`config.mk`:
```
export PLATFORM = sky130hd
export DESIGN_NAME = shift_add_multiplier
export DESIGN_NICKNAME = d
export VERILOG_FILES = /design/src/rtl/shift_add_multiplier.sv
export SDC_FILE = /design/constraint.sdc
export NUM_CORES = 1
export LEC_CHECK = 0
export CORE_MARGIN = 2
export CORE_UTILIZATION = 45
export CTS_BUF_LIST = sky130_fd_sc_hd__clkbuf_16
export DETAILED_ROUTE_END_ITERATION = 8
export PLACE_DENSITY = 0.86
export SYNTH_ARGS = -nofsm -noshare
export SYNTH_HDL_FRONTEND = slang
export SYNTH_SLANG_ARGS = --single-unit
```
`constraint.sdc`:
```
create_clock -name clk -period 2.6 [get_ports clk]
set_input_delay 0.52 -clock clk [delete_from_list [all_inputs] [get_ports clk]]
set_output_delay 0.52 -clock clk [all_outputs]
set_load 0.1 [all_outputs]
```
`src/rtl/shift_add_multiplier.sv`:
```
// Sequential unsigned shift-and-add multiplier. Drives an external combinational
// adder each RUN cycle and folds its sum/carry back into {ACC,Q}.
module shift_add_multiplier #(
  parameter int WIDTH = 4
) (
  input  logic               clk,
  input  logic               rst_n,
  input  logic               start,
  input  logic [WIDTH-1:0]   a,
  input  logic [WIDTH-1:0]   b,
  output logic               ready,
  output logic               done,
  output logic [2*WIDTH-1:0] product,
  output logic [WIDTH-1:0]   add_a,
  output logic [WIDTH-1:0]   add_b,
  output logic               add_cin,
  input  logic [WIDTH-1:0]   add_sum,
  input  logic               add_cout
);

  localparam int CW = (WIDTH > 1) ? $clog2(WIDTH) : 1;

  localparam logic [1:0] S_IDLE = 2'd0;
  localparam logic [1:0] S_RUN  = 2'd1;
  localparam logic [1:0] S_DONE = 2'd2;

  logic [1:0]         state_q, state_d;
  logic [WIDTH-1:0]   m_q, m_d;
  logic [WIDTH-1:0]   q_q, q_d;
  logic [WIDTH-1:0]   acc_q, acc_d;
  logic [CW-1:0]      cnt_q, cnt_d;
  logic [2*WIDTH-1:0] product_q, product_d;
  logic [2*WIDTH-1:0] shifted;
  logic               run;

  assign run = (state_q == S_RUN);

  // Adder inputs are forced quiet outside RUN.
  assign add_a   = run ? acc_q : '0;
  assign add_b   = (run && q_q[0]) ? m_q : '0;
  assign add_cin = 1'b0;

  // {cout, sum, Q} >> 1: carry lands in ACC's MSB, sum LSB shifts into Q.
  assign shifted = {add_cout, add_sum, q_q[WIDTH-1:1]};

  always_comb begin
    state_d   = state_q;
    m_d       = m_q;
    q_d       = q_q;
    acc_d     = acc_q;
    cnt_d     = cnt_q;
    product_d = product_q;
    case (state_q)
      S_IDLE: begin
        if (start) begin
          m_d     = a;
          q_d     = b;
          acc_d   = '0;
          cnt_d   = '0;
          state_d = S_RUN;
        end
      end
      S_RUN: begin
        {acc_d, q_d} = shifted;
        cnt_d        = cnt_q + CW'(1);
        if (cnt_q == CW'(WIDTH - 1)) begin
          state_d   = S_DONE;
          product_d = shifted;
        end
      end
      S_DONE:  state_d = S_IDLE;
      default: state_d = S_IDLE;
    endcase
  end

  always_ff @(posedge clk or negedge rst_n) begin
    if (!rst_n) begin
      state_q   <= S_IDLE;
      m_q       <= '0;
      q_q       <= '0;
      acc_q     <= '0;
      cnt_q     <= '0;
      product_q <= '0;
    end else begin
      state_q   <= state_d;
      m_q       <= m_d;
      q_q       <= q_d;
      acc_q     <= acc_d;
      cnt_q     <= cnt_d;
      product_q <= product_d;
    end
  end

  assign ready   = (state_q == S_IDLE);
  assign done    = (state_q == S_DONE);
  assign product = product_q;

endmodule

```
Word level (Yosys, flattened, before mapping)

Cells that the tools add are included.

Register bits: 24
Bits of input ports: 16
Output and inout port bits: 19
Word-level logic and storage cells: 30

Add/sub/neg operators: 1
Eq/ne operators: 5
Multiplexer cells: 11
Reductions and logical operators: 7

Operators by type and width:

| operator            | count |
|---|---|
| $mux 4              | 4 |
| $pmux 4 s2          | 2 |
| $pmux 2 s2          | 2 |
| $reduce_and 2->1    | 4 |
| $mux 2              | 3 |
| $eq 2x2->1 const B  | 2 |
| $add 2x1->2 const B | 1 |
| $eq 2x1->1 const B  | 1 |
| $logic_not 2->1     | 1 |
| $ne 2x1->1 const B  | 1 |
| $ne 2x2->1 const B  | 1 |
| $reduce_bool 2->1   | 1 |
| $logic_and 1x1->1   | 1 |

Depth between registers and ports, before layout

Word-level depth: 3
Mapped depth: 3
Mapped depth without buffers: 3

Least setup slack after synthesis

Ideal clock, no wire load.

Path type: reg-to-output
Start point: register state_q[1]
End point: output port done
Arrival time: 1.887 ns
Required time: 2.080 ns
Setup slack: 0.193 ns
Stages on the path, launching flop included: 3
Cells stage by stage: dfrtp_1 > clkbuf_2 > nor2b_1

Word-level cells in the longest chain between the ends: 1

RTL lines:

| item                   | line | text |
|---|---|---|
| start, declared        | 27   | `logic [1:0] state_q, state_d;` |
| start signal, assigned | 85   | `state_q <= state_d;` |
| $eq 2x2->1             | 95   | `assign done = (state_q == S_DONE);` |
| end, declared          | 12   | `output logic done,` |

No other way between the ends.

Worst setup path in the final report

Start point: register state_q[0]
End point: output port add_b[2]

Word-level cells in the longest chain between the ends: 3

RTL lines:

| item              | line | text |
|---|---|---|
| $eq 2x1->1        | 36   | `assign run = (state_q == S_RUN);` |
| $logic_and 1x1->1 | 40   | `assign add_b = (run && q_q[0]) ? m_q : '0;` |
| $mux 4            | 40   |  |
| end, declared     | 15   | `output logic [WIDTH-1:0] add_b,` |

No other way between the ends.

==> results_dict.tcl <==
set metrics [dict create \
    outcome "finished clean" \
    grt.met3_usage_pct 2.000 \
    core_um2 2233 \
    postLayoutCoreUtil_pct 69.13 \
    synth-seq-cells 24 \
    setup_viol 0 \
    startpoint_type "flop" \
    synth_edf_count 0 \
    first_pass_iters 4 \
    grt_usage_pct 16.57 \
    postLayoutCellArea_um2 1544 \
    root_buffer "clkbuf_16" \
    grt_overflow 0 \
    crit_required_ns 2.08 \
    synthDistinctLibCells 26 \
    path_cells "and2b_1 -> and3_1 -> buf_12" \
    synthFlopType "dfrtp_1" \
    grt_pass1_vias 757 \
    r2r_cells 2 \
    layout-drive-gt1-share_pct 38.18 \
    cts_buffer_depth 2 \
    die_w_um 52.65 \
    post-route-min-period_ns 2.238 \
    pre_cts_slack_ns 0.6294 \
    synthesis.nets 93 \
    ctsResizeCount 0 \
    hold-path-cell-count 1 \
    hold_viol 0 \
    worstSkewPairLatency_ns 0.25 \
    synth_area_leaders "dfrtp_1, mux2_2, o221a_2, a22o_1, or4b_1" \
    crit_type "flop to primary output" \
    drv_cap 0 \
    drt_iter0_drc 3 \
    port_buffers 33 \
    skew_ns 0.001886 \
    area_delta_synth_final_pct 45.01 \
    synth.largest_area_cell "dfrtp_1" \
    die_y_um 52.65 \
    final_common_cell "dfrtp_1" \
    grt_pass1_wl_mm 3.291 \
    syn_area_um2 1065 \
    synthCells 76 \
    vias 725 \
    ant_nets 0 \
    path_clk_slew_ns 0.06 \
    min_period_over_period_pct 86.07 \
    most-common-layout-cells "dfrtp_1, clkdlybuf4s50_1, mux2_2" \
    synth_top_cell_area_share_pct 56.40 \
    synth_warnings 0 \
    path_max_fanout 14 \
    slowest_delay_ns 0.61 \
    top_usage_layer "met2" \
    numCtsBuffers 3 \
    fmax_mhz 446.8 \
    cp.arrival_ns 1.72 \
    rsz0062_at_grt "false" \
    die_area_um2 2772 \
    global_route.usage.met1_pct 20.30 \
    start_util_pct 47.68 \
    post-route-drc-count 0 \
    synthArstFlopShare_pct 100.0 \
    gp_congestion 0.8060 \
    placed_cell_area_um2 1465 \
    rows 17 \
    use_met2_pct 28.13 \
    ios 35 \
    antenna_found_initial 0 \
    n_antenna_cell 0 \
    endpoint_kind "primary output" \
    ys_seq_area_share_pct 56.40 \
    routed_via_density 5.254 \
    avgRoutedWirePerCell_um 14.39 \
    cts_tree "done" \
    htreeDepth 1 \
    setup_tns_ns 0 \
    nets 128 \
    drt-total-wl_mm 1.986 \
    cpMaxStageDelayCell "dfrtp_1" \
    cts_setup_buffers 0 \
    ctsHoldBuffers 0 \
    timing.final.ws_setup_ns 0.3621 \
    min_path_type "flop to flop" \
    grt_max_degree 25 \
    cts.sinks 24 \
    avgSynthCellArea_um2 14.01 \
    hpwlAfterDp_mm 1.491 \
    slew_viol_final 0 \
]
==> cell families (layout without fill, tap and decap cells) <==
group	count (synthesis)	after routing	synth area share [%]
AND/OR/NAND/NOR	20	20	15.04
other	1	1	0.3522
buffers and inverters	5	39	2.937
AO/OA/AOI/OAI	12	12	10.46
adder cells (fa/ha/maj)	1	1	1.175
multiplexers	13	13	13.63
flip-flops	24	24	56.40
==> worst paths after layout <==
path	from	endpoint	slack [ns]
worst max-delay path	state_q[0]$_DFFE_PN0P_	add_b[2]	0.36
max in group asynchronous	rst_n	product[4]$_DFFE_PN0P_	1.75
worst min register to register	m_q[1]$_DFFE_PN0P_	m_q[1]$_DFFE_PN0P_	0.50
worst max register to register	state_q[0]$_DFFE_PN0P_	q_q[0]$_DFFE_PN0P_	1.13
worst min-delay path	m_q[1]$_DFFE_PN0P_	m_q[1]$_DFFE_PN0P_	0.50
min in group asynchronous	rst_n	product[7]$_DFFE_PN0P_	0.62
==> cells in the mapped netlist (2+ instances only) <==
cell type and n:
and2_1 4, mux2_2 12, dfrtp_1 24, o221a_2 4, or4b_1 3, a22o_1 5
nand2b_1 2, and3_1 4
==> sequential cells by signal, indices dropped and copies added (netlist names) <==
register / cells
acc_q: 4
cnt_q: 2
m_q: 4
product: 8
q_q: 4
state_q: 2
==> cell type report <==
class / instances / area [um^2]
Fill cell: 162 / 689.4
Sequential cell: 24 / 600.6
Multi-Input combinational cell: 47 / 432.9
Timing Repair Buffer: 34 / 392.9
Clock buffer: 3 / 75.07
Tap cell: 28 / 35.03
Clock inverter: 1 / 3.754
Inverter: 1 / 3.754
==> through the flow <==
stage	hold slack, ns	instances
6_report	0.4975	138
5_1_grt	0.5059	138
4_1_cts	0.5021	138
3_5_place_dp	0.4821	134
3_3_place_gp	0.4725	134
2_1_floorplan	0.2244	76
==> critical path, delay by kind of cell, from the launching register on <==
kind	cells	cell delay, ns
buffers and inverters	1	0.19
AND/OR/NAND/NOR	2	0.67
flip-flops	1	0.61
==> per-layer routing <==
| layer | wire length (um) | up-vias |
|---|---|---|
| li1 | - | 346 |
| met2 | 978 | 25 |
| met5 | 0 | - |
| met1 | 870 | 350 |
| met4 | 30 | 0 |
| met3 | 106 | 4 |
Power is left out: the tool's default activity adds up to more than one toggle a clock period on the data nets, which glitch-free logic cannot reach.
==> patch (same settings) <==
`WIDTH`: 4 -> 8.
--- a/src/rtl/shift_add_multiplier.sv
+++ b/src/rtl/shift_add_multiplier.sv
@@ -2,5 +2,5 @@
 // adder each RUN cycle and folds its sum/carry back into {ACC,Q}.
 module shift_add_multiplier #(
-  parameter int WIDTH = 4
+  parameter int WIDTH = 8
 ) (
   input  logic               clk,
Ports: changed (6 resized); port bits go from 35 to 63. No check against the original RTL was run, so the function may have changed too.
==> patch against the original RTL <==
Utilization about the same. Wire length up 110%. Via count up 97%. Setup slack worse by 0.20 ns. Critical path depth unchanged. Sequential cell count up 21. Design area up 83%. Area after synthesis up 82%. Highest routed layer unchanged.
Power is not shown: default switching activity piles up to over one toggle a cycle in this logic, so the estimate is an artifact.
==> patch: results (changes against the original RTL) <==
| Metric | Value |
|---|---|
| Fin nets | `240 (was 128)` |
| Detailed Place HPWL | `2906 µm (was 1491 µm)` |
| Layout cells sized above 1 | `0.3286 (was 0.3818)` |
| Clk_lat worst skew | `0.28 ns (was 0.25 ns)` |
| GR Util All Layers | `0.1809 (was 0.1657)` |
| Iteration-0 DRC Markers | `49 (was 3)` |
| Slowest CP cell | `and2b_1 (was dfrtp_1)` |
| Worst EP arrival | `1.91 ns (was 1.72 ns)` |
| Met1 Use GR | `0.2443 (was 0.2030)` |
| Total CTS buffers | `5 (was 3)` |
| Vias in the first global route | `1458 (was 757)` |
| Largest net degree at the start of global routing | `31 (was 25)` |
| # H-tree levels | `2 (was 1)` |
| Top post-synthesis cells by area | `dfrtp_1 58%, mux2_2 8.1%, mux2_4 7.0%, o22ai_1 5.2%, a22o_1 4.5% (was dfrtp_1 56%, mux2_2 13%, o221a_2 4.2%, a22o_1 4.1%, or4b_1 2.8%)` |
| Vias per inst | `5.485 (was 5.254)` |
| GR Util met3 | `0.05378 (was 0.02000)` |
| WL per Instance | `16.08 µm (was 14.39 µm)` |
| Worst r2r path cells | `3 (was 2)` |
| Hold WC Path Type | `in -> async (was reg -> reg)` |
| Outcome | `complete, no violations (unchanged)` |
| M2 GR Usage | `0.2917 (was 0.2813)` |
| Clock Skew | `0.004956 ns (was 0.001886 ns)` |
| Top-area cell type share of the netlist area | `0.5799 (was 0.5640)` |
| Register area share after synthesis | `0.5799 (was 0.5640)` |
| Number of fill cells | `277 (was 162)` |
| First-pass GRT wire length | `7010 µm (was 3291 µm)` |
-- patch: worst paths after layout --
kind / from / slack [ns] / end
setup / recovery: state_q[0] / 0.17 / add_b[0]
hold / removal: rst_n / 0.15 / product[2]
setup reg to reg: state_q[0] / 0.62 / product[12]
hold reg to reg: m_q[7] / 0.48 / m_q[7]
max in group asynchronous: rst_n / 1.74 / product[9]
min in group clk: m_q[7] / 0.48 / m_q[7]
-- patch: stage by stage --
| step | instances | util |
|---|---|---|
| 2_1_floorplan | 148 | - |
| 3_3_place_gp | 253 | 0.6589 |
| 3_5_place_dp | 253 | 0.6589 |
| 4_1_cts | 260 | 0.6914 |
| 5_1_grt | 260 | 0.6914 |
| 6_report | 260 | 0.6914 |
-- patch: layout make-up --
| class | count | area [µm²] | area share |
|---|---|---|---|
| clock buffer | 5 | 125.1 | 0.04429 |
| tap | 50 | 62.56 | 0.02214 |
| clock inverter | 2 | 7.507 | 0.002657 |
| sequential | 45 | 1126 | 0.3986 |
| inverter | 3 | 11.26 | 0.003986 |
| timing repair buffer | 65 | 750.7 | 0.2657 |
| multi-input combinational | 90 | 742.0 | 0.2626 |
-- patch: cells by family after synthesis --
| logic type | synth area share |
|---|---|
| AO/OA/AOI/OAI | 0.1263 |
| adder cells (fa/ha/maj) | 0.01288 |
| multiplexers | 0.1566 |
| AND/OR/NAND/NOR | 0.08441 |
| flip-flops | 0.5799 |
| buffers and inverters | 0.03801 |
| other | 0.001931 |
-- patch: worst register-to-register path: cells and delay by family, from the launching register on --
kind / cells / cell delay, ns
flops: 1 / 0.51
mux: 1 / 0.39
simple gates: 2 / 0.95
-- patch: per-layer routing --
layer,share of wire,wire [µm]
met3,0.068,285
met5,0,0
met1,0.45,1897
met2,0.47,1965
met4,0.0074,31
